===== src/rtl/alarm_ctrl.sv =====
// alarm_ctrl: button debounce, BCD counter strobes and SET/RUN/PAUSE/BEEP sequencing
// for the countdown alarm, including buzzer cadence.
module alarm_ctrl #(
    parameter int DEBOUNCE_MS     = 20,
    parameter int REPEAT_DELAY_MS = 500,
    parameter int REPEAT_RATE_MS  = 100,
    parameter int BEEP_ON_MS      = 250,
    parameter int BEEP_OFF_MS     = 250,
    parameter int BEEP_TIMEOUT_S  = 30
) (
    input  logic       clk,
    input  logic       rst,
    input  logic       tick_ms,
    input  logic       tick_s,
    input  logic       upbtn,
    input  logic       dnbtn,
    input  logic       startbtn,
    input  logic       cnt_zero,
    output logic       cnt_inc,
    output logic       cnt_dec,
    output logic [1:0] state,
    output logic       buzz
);
    localparam logic [1:0] SET = 2'b00, RUN = 2'b01, BEEP = 2'b10, PAUSE = 2'b11;
    localparam int DW   = $clog2(DEBOUNCE_MS + 1);
    localparam int RMAX = REPEAT_DELAY_MS > REPEAT_RATE_MS ? REPEAT_DELAY_MS : REPEAT_RATE_MS;
    localparam int RW   = $clog2(RMAX + 1);
    localparam int BMAX = BEEP_ON_MS > BEEP_OFF_MS ? BEEP_ON_MS : BEEP_OFF_MS;
    localparam int BW   = $clog2(BMAX + 1);
    localparam int SW   = $clog2(BEEP_TIMEOUT_S + 1);
    localparam logic [RW-1:0] DLY_M1 = RW'(REPEAT_DELAY_MS - 1);
    localparam logic [RW-1:0] RATE_M1 = RW'(REPEAT_RATE_MS - 1);
    localparam logic [BW-1:0] ON_M1 = BW'(BEEP_ON_MS - 1);
    localparam logic [BW-1:0] OFF_M1 = BW'(BEEP_OFF_MS - 1);

    logic [2:0]    sync1, sync2, lvl, lvl_d, press;
    logic [DW-1:0] db_cnt [3];
    logic [RW-1:0] rpt;
    logic [BW-1:0] bms;
    logic [SW-1:0] sec;
    logic [1:0]    nstate;
    logic          rph, ph, ph_nxt, up_p, dn_p, st_p, one_held, rep_fire, timeout;
    logic          inc_n, dec_n, buzz_n;

    // bit 0 = up, bit 1 = dn, bit 2 = start; levels are active-low like the pins
    always_ff @(posedge clk or negedge rst) begin
        if (!rst) begin
            sync1 <= '1;
            sync2 <= '1;
            lvl   <= '1;
            lvl_d <= '1;
            for (int i = 0; i < 3; i++) db_cnt[i] <= '0;
        end else begin
            sync1 <= {startbtn, dnbtn, upbtn};
            sync2 <= sync1;
            lvl_d <= lvl;
            for (int i = 0; i < 3; i++)
                if (tick_ms) begin
                    if (sync2[i] == lvl[i]) db_cnt[i] <= '0;
                    else if (db_cnt[i] == DW'(DEBOUNCE_MS - 1)) begin
                        lvl[i]    <= sync2[i];
                        db_cnt[i] <= '0;
                    end else db_cnt[i] <= db_cnt[i] + 1'b1;
                end
        end
    end

    assign press    = lvl_d & ~lvl;
    assign up_p     = press[0];
    assign dn_p     = press[1];
    assign st_p     = press[2];
    assign one_held = lvl[0] ^ lvl[1];
    assign rep_fire = state == SET && one_held && tick_ms && !(up_p || dn_p) &&
                      rpt == (rph ? RATE_M1 : DLY_M1);
    assign ph_nxt   = (state == BEEP && tick_ms && bms == (ph ? OFF_M1 : ON_M1)) ? ~ph : ph;
    assign timeout  = state == BEEP && tick_s && sec == SW'(BEEP_TIMEOUT_S - 1);

    always_ff @(posedge clk or negedge rst) begin
        if (!rst) begin
            state   <= SET;
            cnt_inc <= 1'b0;
            cnt_dec <= 1'b0;
            buzz    <= 1'b0;
        end else begin
            state   <= nstate;
            cnt_inc <= inc_n & ~dec_n & ~cnt_inc;
            cnt_dec <= dec_n & ~inc_n & ~cnt_dec;
            buzz    <= buzz_n;
        end
    end

    always_comb begin
        nstate = state;
        case (state)
            SET:     nstate = (st_p && !cnt_zero) ? RUN : SET;
            RUN:     nstate = st_p ? PAUSE : cnt_zero ? BEEP : RUN;
            PAUSE:   nstate = st_p ? RUN : (up_p || dn_p) ? SET : PAUSE;
            default: nstate = (|press || timeout) ? SET : BEEP;
        endcase
    end

    // a press is only honoured while the opposite button is released
    always_comb begin
        inc_n  = state == SET && !st_p && lvl[1] && (up_p || (rep_fire && !lvl[0]));
        dec_n  = (state == SET && !st_p && lvl[0] && (dn_p || (rep_fire && !lvl[1]))) ||
                 (state == RUN && !st_p && !cnt_zero && tick_s);
        buzz_n = state == BEEP && nstate == BEEP && !ph_nxt;
    end

    always_ff @(posedge clk or negedge rst) begin
        if (!rst) begin
            rpt <= '0;
            rph <= 1'b0;
            bms <= '0;
            ph  <= 1'b0;
            sec <= '0;
        end else begin
            if (nstate != state || state != SET || !one_held || up_p || dn_p) begin
                rpt <= '0;
                rph <= 1'b0;
            end else if (rep_fire) begin
                rpt <= '0;
                rph <= 1'b1;
            end else if (tick_ms && rpt != RW'(RMAX)) rpt <= rpt + 1'b1;
            if (nstate != state || state != BEEP) begin
                bms <= '0;
                ph  <= 1'b0;
                sec <= '0;
            end else begin
                ph <= ph_nxt;
                if (tick_ms) bms <= (bms == (ph ? OFF_M1 : ON_M1)) ? '0 : bms + 1'b1;
                if (tick_s && sec != SW'(BEEP_TIMEOUT_S)) sec <= sec + 1'b1;
            end
        end
    end
endmodule


===== config.mk =====
export PLATFORM = sky130hd
export DESIGN_NAME = alarm_ctrl
export DESIGN_NICKNAME = d
export VERILOG_FILES = /design/src/rtl/alarm_ctrl.sv
export SDC_FILE = /design/constraint.sdc
export NUM_CORES = 1
export LEC_CHECK = 0
export CAP_MARGIN = 20
export CORE_UTILIZATION = 59
export CTS_CLUSTER_DIAMETER = 30
export DETAILED_ROUTE_END_ITERATION = 6
export PLACE_DENSITY = 0.78
export SLEW_MARGIN = 0
export SYNTH_ARGS = -nofsm -noshare
export SYNTH_HDL_FRONTEND = slang
export SYNTH_SLANG_ARGS = --single-unit

===== constraint.sdc =====
create_clock -name clk -period 2.1 [get_ports clk]
set_clock_uncertainty 0.05 [all_clocks]
set_input_delay 0.21 -clock clk [delete_from_list [all_inputs] [get_ports clk]]
set_output_delay 0.21 -clock clk [all_outputs]
set_load 0.005 [all_outputs]

== After elaboration in Yosys (flattened, before gate mapping) ==
Index checks and enable logic that the tools add are counted.

* Muxes and demuxes: 26
* Bitwise operators: 15
* Equal/unequal tests: 17
* Add/subtract/negate cells: 6
* Reduce and logical (&&, ||, !) cells: 50

{| class="wikitable"
|+ Operator list
! cell !! number
|-
| 5-bit two-way mux || 8
|-
| 9-bit two-way mux || 4
|-
| 8-bit two-way mux || 3
|-
| 1-bit logical AND || 23
|-
| 5-bit by 1-bit adder with 5-bit output, second input constant || 4
|-
| 5-bit == test, second input constant || 4
|-
| 1-bit logical OR || 10
|-
| 2-bit two-way mux || 5
|-
| 9-bit by 1-bit adder with 9-bit output, second input constant || 1
|-
| 9-bit == test || 1
|-
| 9-bit inequality test, second input constant || 1
|-
| 3-bit AND reduction || 3
|-
| 8-bit by 1-bit adder with 8-bit output, second input constant || 1
|-
| 8-bit == test, second input constant || 1
|-
| 1-bit inverter || 8
|-
| 2-bit nonzero test || 4
|-
| 1-bit logical NOT || 7
|-
| 2-bit == test, second input constant || 3
|-
| 2-bit one-hot mux with 3 select lines || 1
|-
| 1-bit two-way mux || 5
|-
| 5-bit inequality test, second input constant || 1
|-
| 1-bit bitwise AND || 4
|-
| 3-bit bitwise AND || 1
|-
| 1-bit == test || 3
|-
| other kinds (8) || 8
|}

* Bits in registers: 56
* Input bits: 8
* Word-level logic and storage cells: 132
* Output and inout port bits: 5

== Depth between registers and ports, before layout ==
Gate-level depths: netlist of the first run.

* Depth after elaboration: 13
* Depth in mapped cells: 6
* Gate-level depth less buffers: 6

== Worst setup path after synthesis of the first run ==
Ideal clock, no wire load.

* Path kind: flip-flop to flip-flop
* Start point: register rpt[4]
* End point: register rpt[2]
* Clock period less this slack: 1.765 ns
* Required time: 1.915 ns
* Buffers on the path: 0
* Stages on the path, launching flop included: 5
* Library setup time: 0.135 ns
* Arrival time: 1.579 ns
* Setup slack: 0.335 ns
* Path through: dfrtp_1 or4b_1 a2111o_1 nand3b_2 a311oi_1

* Cells in the longest elaborated chain, start to end: 4
* Elaborated cells between the ends (all ways): 7
* Those cells by class: 2 x eq/ne; 2 x mux; 3 x reduce/logical

{| class="wikitable"
|+ Ends and longest elaborated chain
! what !! RTL line !! text
|-
| from (decl) || 38 || <nowiki>logic [RW-1:0] rpt;</nowiki>
|-
| from (signal assigned) || 124 || <nowiki>end else if (tick_ms && rpt != RW'(RMAX)) rpt <= rpt + 1'b1;</nowiki>
|-
| 9-bit == test || 74 || <nowiki>rpt == (rph ? RATE_M1 : DLY_M1);</nowiki>
|-
| 1-bit logical AND || 73 || <nowiki>assign rep_fire = state == SET && one_held && tick_ms && !(up_p || dn_p) &&</nowiki>
|-
| 9-bit two-way mux || 121 || <nowiki>end else if (rep_fire) begin</nowiki>
|-
| 9-bit two-way mux || 118 || <nowiki>if (nstate != state || state != SET || !one_held || up_p || dn_p) begin</nowiki>
|}

Several ways; a longest one is shown, not always the timed one.
A chain may end at the register's enable or synchronous reset.

== Worst setup path after layout of the first run ==
* Start point: register rpt[7]
* End point: register rpt[7]

* Cells in the longest elaborated chain, start to end: 4
* Elaborated cells between the ends (all ways): 9
* Those cells by class: 1 x add/sub; 2 x eq/ne; 3 x mux; 3 x reduce/logical

{| class="wikitable"
|+ Ends and longest elaborated chain
! what !! RTL line
|-
| 9-bit by 1-bit adder with 9-bit output or 9-bit == test (tied branches) || 124, 74
|-
| 9-bit two-way mux or 1-bit logical AND (tied branches) || 124, 73
|-
| 9-bit two-way mux || 121
|-
| 9-bit two-way mux || 118
|}

Several ways; a longest one is shown, not always the timed one. The select of a mux whose other input is x is not followed.

==> key figures, run 1 <==
Logic synthesis
  • Compound-Gate Fraction of Synth Area: 0.1030
  • Share of the synthesized area in the top cell type: 0.4065
  • Xor and xnor area share after synthesis: 0.07760
  • Sequential-to-total area share from yosys stat: 0.5229
  • Synth Area in Simple Gates: 0.2074
  • Syn. warnings: 0
  • Post-synth EDFFs: 0
  • Mux share of post-synthesis cell area: 0.02032
  • Post-synthesis adder-cell area fraction: 0.04619
  • Number of library cell types mapped by synthesis: 48
  • Syn Inst Count: about 260
  • Synth area leaders: dfrtp_1, dfstp_2, nor2_1
  • Post-Syn Nets: 282
  • Largest family of logic cells by synthesized area: simple AND/OR/NAND/NOR gates
  • Commonest cells post-synth: dfrtp_1, nor2_1, nand2_1, nand4_1, a21oi_1
  • Most common cell in the netlist: dfrtp_1
  • Mean Syn Cell Area: 10.26 µm²
  • Yosys top cell by area: dfrtp_1
  • Post-synth top flop: dfrtp_1
  • Post-Syn Area: between 2000 and 3000 µm²
  • Async S/R FF share, synth: 1.000
  • Synth Register Bits: 56

Place
  • Gpl congestion: between 0.8 and 0.9
  • IO buf count: 12
  • DP Worst Slack: between 0.1 and 0.15 ns
  • Estimated wirelength of the detail-placed design: 3.300 mm

Global route
  • Antenna violations before repair: 0
  • GRT Total Usage: 0.2185
  • Pin count of the biggest net entering global routing: 34
  • First-pass GRT wire length: between 8 and 9 mm
  • Global route total overflow: 0
  • Vias in the first global route: ~1,900

Clock tree
  • CTS Root Cell: clkbuf_8
  • CTS HTree Levels: 2
  • CTS clock-pin slew for the worst setup and hold paths: ~0.09 ns
  • Post-CTS Resized: 0
  • CTS tree: done
  • # clock sinks: 56
  • Worst skew pair latency: between 0.3 and 0.4 ns
  • Clock buffer count from CTS: 5
  • Postcts setup bufs: 0
  • Longest Clk Path Bufs: 2

Critical path
  • Startpoint types: register
  • CP max FO: 9
  • Worst Setup Path Type: reg -> reg
  • Crit. End Element: register
  • Required @ worst endpoint: between 2 and 2.5 ns
  • Crit path DAT: 2.01 ns

Timing
  • Setup TNS Final: 0 ns
  • Tmin final: 1.867 ns
  • Slew @ Worst Pin: between 0.5 and 0.6 ns
  • RSZ-0062 raised after global routing: no
  • Hold Vio Cnt, Final: 0
  • Slew margin rel.: 0.6638
  • Max Clk Rate: 535.8 MHz
  • Final period util: 0.8888
  • Setup ws final: approximately 0.23 ns
  • Slew Limit Fails: 0
  • Setup violators final: 0

Floorplan
  • Initial core utilization: 0.6179
  • Rows: 24
  • Die area: between 4000 and 5000 µm²
  • Core ar.: 4384 µm²
  • Die width: ~70 µm
  • Top Ports: 13
  • Die Height: approximately 70 µm

Flow run
  • Max cap viols: 0

Route
  • DRT Pass-1 Iters: 4
  • Via density: 5.720
  • Remaining DRCs: 0
  • Iter 0 DRT Violations: a little over 60
  • DRT Wirelength: about 4.8 mm
  • ANT nets after route: 0
  • Routed len/inst: between 10 and 15 µm
  • Via Count: ~1,900

Final layout
  • Share of cells above drive strength 1: 0.1254
  • Fin nets: roughly 300
  • Ant. Diodes: 0
  • Finished Core Util: 0.7041
  • P&R area growth vs syn: 13.95%

Power
  • Tot Pwr: roughly 0.0027 W
  • P_leak: around 1.3 nW
  • PD cells: between 800 and 900 nW/µm²
  • Worst vdd ir: about 720 µV

Worst hold path
  • Hold Crit Class: in -> reg

Outcome
  • Outcome: completed
[per-stage QoR]
step / instance area, µm² / hold WS [ns] / std cells
finish: 3087 / 0.2490 / 339
global route: 3087 / 0.2383 / 339
CTS: 3087 / 0.2432 / 339
detailed placement: 2950 / 0.07889 / 330
global placement: 2950 / 0.08273 / 330
floorplan: 2709 / -0.1356 / 264
[layer usage]
layer	vias to the layer above	wire [µm]	global-route usage
met3	6	127	0.04942
li1	969	-	-
met4	0	60	0.06444
met2	26	2365	0.3600
met5	-	0	0
met1	938	2232	0.2895
[timing repair]
| item | 4_1_cts | 5_1_grt |
|---|---|---|
| hold buffers | 1 | 0 |
| setup endpoints to repair | 0 | 0 |
| hold endpoints to repair | 11 | 0 |
[state kept, by name (all words and copies together), names as in the netlist]
signal	cells
bms	8
buzz	1
cnt_dec	1
cnt_inc	1
db_cnt	15
lvl	3
lvl_d	3
ph	1
rph	1
rpt	9
sec	5
state	2
sync1	3
sync2	3
[cells by family (layout without fill, tap and decap cells)]
group,Yosys count,count (layout)
buffers and inverters,16,39
adder cells (fa/ha/maj),10,10
AND/OR/NAND/NOR,111,111
AO/OA/AOI/OAI,42,42
multiplexers,5,5
XOR/XNOR,24,24
flip-flops,56,56
[path summary, 6_finish.rpt]
kind                       startpoint        to  slack (ns)  cells after the start
max                            rpt[7]    rpt[7]        0.23                      4
min                          startbtn  sync1[2]        0.25                      1
max reg2reg                    rpt[7]    rpt[7]        0.23                      4
min reg2reg                  sync1[2]  sync2[2]        0.31                      0
max in group asynchronous         rst    lvl[1]        1.12                      3
min in group asynchronous         rst    rpt[2]        0.28                      2
[final cells by class]
class	instances	area, µm²
Clock buffer	7	96.34
Clock inverter	1	30.03
Fill cell	316	1297
Inverter	10	37.54
Multi-Input combinational cell	192	1231
Sequential cell	56	1416
Tap cell	52	65.06
Timing Repair Buffer	21	210.2
[worst max-delay path, stage by stage (launching register included)]
cell and delay, ns:
dfrtp_1 0.42, or4b_1 0.53, a2111o_1 0.46, nand3b_2 0.20, nor2_1 0.09
[layout by cell type, fill, tap and decap left out, types with 2 or more instances in the layout]
cell type	n
buf_12	2
nand2b_1	3
a21o_1	2
and3_1	2
o21ai_0	8
mux2_2	4
dfstp_2	12
xnor2_1	12
nor2b_1	2
o2bb2ai_1	4
nor3b_1	2
a21oi_1	13
or3_1	2
nand2_1	21
dfrtp_1	44
clkbuf_8	7
xor2_1	12
ha_1	10
a31oi_1	2
nand4_1	14
nand3_1	8
nor2_1	38
a311oi_1	2
nor4_1	2
inv_1	9
buf_4	6
clkdlybuf4s50_1	11
nor3_1	4
nand3b_1	3
nor4b_1	3
[report_power, final]
group	total [W]	internal (W)	switching [W]
sequential	0.00143	0.00124	0.000186
combinational	0.000499	0.000245	0.000254
clock	0.000751	0.000421	0.000330
total	0.00268	0.00191	0.000769
(Power assumes the default switching activity.)
==> run 2, diff against run 1 <==
--- a/config.mk
+++ b/config.mk
@@ -7,7 +7,7 @@
 export LEC_CHECK = 0
 export CAP_MARGIN = 20
 export CORE_UTILIZATION = 59
-export CTS_CLUSTER_DIAMETER = 30
+export CTS_CLUSTER_DIAMETER = 60
 export DETAILED_ROUTE_END_ITERATION = 6
 export PLACE_DENSITY = 0.78
 export SLEW_MARGIN = 0
==> constraint.sdc (replaced) <==
create_clock -name clk -period 2.1 [get_ports clk]
set_clock_uncertainty 0.05 [all_clocks]
set_input_delay 0.42 -clock clk [delete_from_list [all_inputs] [get_ports clk]]
set_output_delay 0.42 -clock clk [all_outputs]
set_load 0.005 [all_outputs]
==> key figures, run 2 (same netlist as run 1, synthesis figures left out) <==
Route
  • DRT Pass-1 Iters: 4 (unchanged)
  • Iter 0 DRT Violations: 69 (+13%)
  • ANT nets after route: 0 (unchanged)
  • Via density: 5.861 (+2.5%)
  • Via Count: 1,987 (+2.5%)
  • DRT Wirelength: 4.841 mm (+1.1%)
  • Remaining DRCs: 0 (unchanged)
  • Routed len/inst: 14.28 µm (+1.1%)

Critical path
  • R2R Setup Slk: 0.27 ns (+0.04 ns)
  • Required @ worst endpoint: 1.63 ns (-0.62 ns)
  • Buffers & Inverters on Critical Path: 1 (+1)
  • CP max FO: 10 (+1)
  • Crit-path slowest cell: clkdlybuf4s50_1
  • Worst Setup SP: state[0]
  • CP Cell Sequence: clkdlybuf4s50_1
  • Worst Setup Path Type: reg -> out
  • Reg2reg start: rpt[7]
  • Crit. End Element: output pin
  • Startpoint types: register
  • Crit path DAT: 1.40 ns (-0.61 ns)
  • Crit path max-delay family: buffers and inverters
  • Worst path max stage delay: 0.57 ns (+0.04 ns)

Final layout
  • Max reg flops: 15 (unchanged)
  • Commonest cells after routing, fill and taps aside: dfrtp_1, nor2_1, nand2_1, nand4_1, a21oi_1
  • Biggest register: db_cnt
  • P&R area growth vs syn: 12.42%
  • Ant. Diodes: 0 (unchanged)
  • Final cell count without fillers: 339 (unchanged)
  • Fin nets: 304 (unchanged)
  • Share of cells above drive strength 1: 0.1254 (unchanged)
  • Commonest non-fill, non-tap cell in the layout: dfrtp_1
  • Finished Core Util: 0.6946 (-0.009418)
  • Cell area after layout: 3045 µm² (-1.3%)
  • Largest regs: db_cnt x15, rpt x9, bms x8

Clock tree
  • # clock sinks: 56 (unchanged)
  • CTS HTree Levels: 2 (unchanged)
  • Longest Clk Path Bufs: 2 (unchanged)
  • CTS clock-pin slew for the worst setup and hold paths: 0.10 ns (about the same)
  • Worst skew pair latency: 0.30 ns (about the same)
  • CTS tree: done
  • Cts hold-fix bufs: 0 (-1)
  • Postcts setup bufs: 0 (unchanged)
  • CTS Root Cell: clkbuf_8
  • Post-CTS Resized: 0 (unchanged)
  • Clock buffer count from CTS: 5 (unchanged)

Global route
  • Vias in the first global route: 2,000 (+7.8%)
  • Antenna violations before repair: 0 (unchanged)
  • GRT Total Usage: 0.2241 (+0.005572)
  • Global route total overflow: 0 (unchanged)
  • First-pass GRT wire length: 8.825 mm (+3.5%)
  • Pin count of the biggest net entering global routing: 57 (+68%)

Power
  • Flop pwr share: 0.561 (+0.028)
  • Gate power share: 0.194 (+0.008)
  • Internal: 0.001787 W (-6.3%)
  • PD cells: 837.3 nW/µm² (-3.4%)
  • Worst vdd ir: 595.5 µV (-17%)
  • P_leak: 1.300 nW (-1.3%)
  • Sw Share: 0.2993 (+0.01185)
  • Net Switching: 0.0007633 W (-0.80%)
  • Clock Power Share: 0.244 (-0.036)

Floorplan
  • Top Ports: 13 (unchanged)
  • Initial core utilization: 0.6179 (unchanged)
  • Die Height: 69.76 µm (unchanged)
  • Die area: 4866 µm² (unchanged)
  • Rows: 24 (unchanged)
  • Die width: 69.76 µm (unchanged)
  • Core ar.: 4384 µm² (unchanged)

Timing
  • Setup TNS Final: 0 ns (unchanged)
  • Slew @ Worst Pin: 0.4903 ns (-0.009757 ns)
  • Max Clk Rate: 533.5 MHz (-0.42%)
  • Hold Vio Cnt, Final: 0 (unchanged)
  • WHS: 0.03636 ns (-0.2127 ns)
  • Tmin final: 1.874 ns (+0.007820 ns)
  • RSZ-0062 raised after global routing: no
  • Slew Limit Fails: 0 (unchanged)
  • Final period util: 0.8925 (+0.003724)
  • Setup violators final: 0 (unchanged)
  • Slew margin rel.: 0.6704 (+0.006560)

Place
  • Estimated wirelength of the detail-placed design: 3.411 mm (+3.4%)
  • Placed cell areas: 2945 µm² (-0.17%)
  • IO buf count: 12 (unchanged)
  • Cells after DPL: 331 (+0.30%)
  • Gpl congestion: 0.7938 (-0.89%)

Flow run
  • Max cap viols: 0 (unchanged)

Worst hold path
  • Hold Crit Class: in -> async

Outcome
  • Outcome: completed
## run 2: cell count changes in the layout (fill, tap and decap cells not counted), sizes merged
cell and delta:
buf +1, bufinv -1, clkbuf +1, dlygate4sd3 -1
## run 2: area by class of cell
type,instances,area [µm²]
inverter,10,37.54
clock buffer,8,100.1
timing repair buffer,21,195.2
sequential,56,1416
fill,324,1339
tap,52,65.06
multi-input combinational,192,1231
## run 2: worst paths after layout
| kind | endpoint | cells after the start |
|---|---|---|
| worst max-delay path | state[0] | 1 |
| worst min-delay path | rpt[0] | 2 |
| worst max register to register | rpt[2] | 4 |
| worst min register to register | sync2[0] | 0 |
| max in group asynchronous | lvl_d[0] | 2 |
| min in group clk | sync2[0] | 0 |
## run 2: per-layer routing
metal	up-vias	share of wire	global-route usage
met5	-	0	0
met3	9	0.021	0.03052
met1	979	0.47	0.2960
li1	972	-	-
met4	0	0.015	0.08444
met2	27	0.49	0.3761
## run 2: through the flow
stage          worst slack [ns]  total power, W
2_1_floorplan            0.3352        0.001751
3_3_place_gp            0.02308        0.001918
3_5_place_dp            0.01995        0.001951
4_1_cts                  0.2188        0.002570
5_1_grt                  0.1671        0.002722
6_report                 0.2257        0.002550
## run 2: power by group through the flow
stage | Combinational (W) | Clock, W | Sequential, W
2_1_floorplan | 0.000352 | 0 | 0.00140
3_3_place_gp | 0.000484 | 0 | 0.00143
3_5_place_dp | 0.000507 | 0 | 0.00144
4_1_cts | 0.000508 | 0.000637 | 0.00143
5_1_grt | 0.000587 | 0.000679 | 0.00145
6_report | 0.000496 | 0.000623 | 0.00143
==> run 3, diff against run 2 <==
--- a/config.mk
+++ b/config.mk
@@ -6,10 +6,10 @@
 export NUM_CORES = 1
 export LEC_CHECK = 0
 export CAP_MARGIN = 20
-export CORE_UTILIZATION = 59
+export CORE_UTILIZATION = 45
 export CTS_CLUSTER_DIAMETER = 60
 export DETAILED_ROUTE_END_ITERATION = 6
-export PLACE_DENSITY = 0.78
+export SETUP_SLACK_MARGIN = 0.15
 export SLEW_MARGIN = 0
 export SYNTH_ARGS = -nofsm -noshare
 export SYNTH_HDL_FRONTEND = slang
==> key figures, run 3 (same netlist as run 1, synthesis figures left out) <==
Outcome
  • Outcome: completed

Clock tree
  • CTS clock-pin slew for the worst setup and hold paths: 0.09 ns (about the same)
  • # clock sinks: 56 (unchanged)
  • Worst skew pair latency: 0.31 ns (about the same)
  • Longest Clk Path Bufs: 2 (unchanged)
  • CTS HTree Levels: 2 (unchanged)
  • CTS tree: done
  • Cts hold-fix bufs: 0 (unchanged)
  • Clock buffer count from CTS: 5 (unchanged)
  • CTS Root Cell: clkbuf_8

Critical path
  • Crit path max-delay family: buffers and inverters
  • Worst Setup Path Type: reg -> out
  • CP max FO: 10 (unchanged)
  • CP Cell Sequence: clkdlybuf4s50_1
  • Worst path max stage delay: 0.56 ns (about the same)
  • Crit-path slowest cell: clkdlybuf4s50_1
  • Crit path DAT: 1.41 ns (about the same)
  • Buffers & Inverters on Critical Path: 1 (unchanged)
  • Required @ worst endpoint: 1.63 ns (about the same)
  • Crit. End Element: output pin
  • Startpoint types: register

Final layout
  • Fin nets: 305 (+0.33%)
  • Commonest cells after routing, fill and taps aside: dfrtp_1, nor2_1, nand2_1, nand4_1, a21oi_1
  • P&R area growth vs syn: 13.30%
  • Finished Core Util: 0.5440 (-0.1506)
  • Ant. Diodes: 0 (unchanged)
  • Share of cells above drive strength 1: 0.1215 (-0.003908)
  • Final cell count without fillers: 360 (+6.2%)
  • Largest regs: db_cnt x15, rpt x9, bms x8
  • Biggest register: db_cnt
  • Max reg flops: 15 (unchanged)
  • Commonest non-fill, non-tap cell in the layout: dfrtp_1

Power
  • Internal: 0.001729 W (-3.2%)
  • Net Switching: 0.0007688 W (+0.71%)
  • Flop pwr share: 0.570 (+0.009)
  • Clock Power Share: 0.226 (-0.018)
  • Sw Share: 0.3078 (+0.008413)
  • P_leak: 1.314 nW (+1.0%)
  • Worst vdd ir: 483.9 µV (-19%)
  • Gate power share: 0.204 (+0.010)
  • PD cells: 813.9 nW/µm² (-2.8%)

Timing
  • Slew margin rel.: 0.6423 (-0.02805)
  • Tmin final: 1.880 ns (+0.005292 ns)
  • Max Clk Rate: 532.0 MHz (-0.28%)
  • Setup violators final: 0 (unchanged)
  • Setup ws final: 0.2204 ns (-0.005292 ns)
  • WHS: 0.03199 ns (-0.004367 ns)
  • Slew Limit Fails: 0 (unchanged)
  • Setup TNS Final: 0 ns (unchanged)
  • Final period util: 0.8951 (+0.002520)
  • RSZ-0062 raised after global routing: no
  • Hold Vio Cnt, Final: 0 (unchanged)
  • Slew @ Worst Pin: 0.5320 ns (+0.04172 ns)

Global route
  • First-pass GRT wire length: 8.783 mm (-0.48%)
  • Antenna violations before repair: 0 (unchanged)
  • GRT Total Usage: 0.1816 (-0.04245)
  • Vias in the first global route: 1,908 (-4.6%)
  • Global route total overflow: 0 (unchanged)
  • Pin count of the biggest net entering global routing: 57 (unchanged)

Worst hold path
  • Hold Crit Class: in -> async

Place
  • Gpl congestion: 0.8028 (+1.1%)
  • DP Worst Slack: -0.03318 ns (-0.05313 ns)
  • Estimated wirelength of the detail-placed design: 3.464 mm (+1.6%)
  • IO buf count: 12 (unchanged)
  • Cells after DPL: 351 (+6.0%)

Route
  • DRT Wirelength: 5.037 mm (+4.0%)
  • Via density: 5.456 (-6.9%)
  • Iter 0 DRT Violations: 86 (+25%)
  • Routed len/inst: 13.99 µm (-2.0%)
  • Via Count: 1,964 (-1.2%)
  • ANT nets after route: 0 (unchanged)
  • DRT Pass-1 Iters: 4 (unchanged)
  • Remaining DRCs: 0 (unchanged)

Floorplan
  • Die Height: 79.59 µm (+14%)
  • Rows: 27 (+13%)
  • Initial core utilization: 0.4802 (-0.1377)
  • Die area: 6334 µm² (+30%)
  • Top Ports: 13 (unchanged)
  • Die width: 79.59 µm (+14%)
  • Core ar.: 5642 µm² (+29%)

Flow run
  • Max cap viols: 0 (unchanged)
## run 3: cell count changes in the layout (fill, tap and decap cells not counted), sizes merged
| cell | change |
|---|---|
| buf | +1 |
| clkdlybuf4s50 | -1 |
| dlymetal6s2s | +1 |
## run 3: layout make-up
type / count / area [µm²]
tap: 72 / 90.09
sequential: 56 / 1416
fill: 507 / 2572
multi-input combinational: 192 / 1240
timing repair buffer: 22 / 205.2
clock buffer: 8 / 80.08
inverter: 10 / 37.54
## run 3: power groups by stage
stage               Combinational [W]  Clock, W  Sequential [W]
floorplan                    0.000352         0         0.00140
global placement             0.000495         0         0.00144
detailed placement           0.000509         0         0.00144
CTS                          0.000509  0.000599         0.00142
global route                 0.000585  0.000646         0.00145
finish                       0.000510  0.000565         0.00142
## run 3: per-layer routing
metal | vias up | GRT usage | share of wire
met4 | 0 | 0.06545 | 0.015
met5 | - | 0 | 0
met1 | 960 | 0.2328 | 0.49
met2 | 21 | 0.3000 | 0.47
met3 | 6 | 0.04000 | 0.027
li1 | 977 | - | -
## run 3: per-stage QoR
| stage | instance area, µm² | total power, W |
|---|---|---|
| after CTS | 3050 | 0.002530 |
| final | 3069 | 0.002498 |
| after detailed placement | 2970 | 0.001950 |
| after global placement | 2970 | 0.001937 |
| after floorplan | 2709 | 0.001751 |
| after global routing | 3069 | 0.002684 |
## run 3: final timing paths
path	from	endpoint	slack (ns)	cells after the start
max	state[0]	state[0]	0.22	1
min	rst	db_cnt[4]	0.03	2
max reg2reg	rpt[7]	cnt_inc	0.23	4
min reg2reg	sync1[2]	sync2[2]	0.31	0
max in group asynchronous	rst	sync1[1]	1.65	2
min in group clk	sync1[2]	sync2[2]	0.31	0
## run 3: repair_timing
item,in CTS,in global routing
resized for setup,0,2
buffers inserted,0,1
setup endpoints to repair,0,12
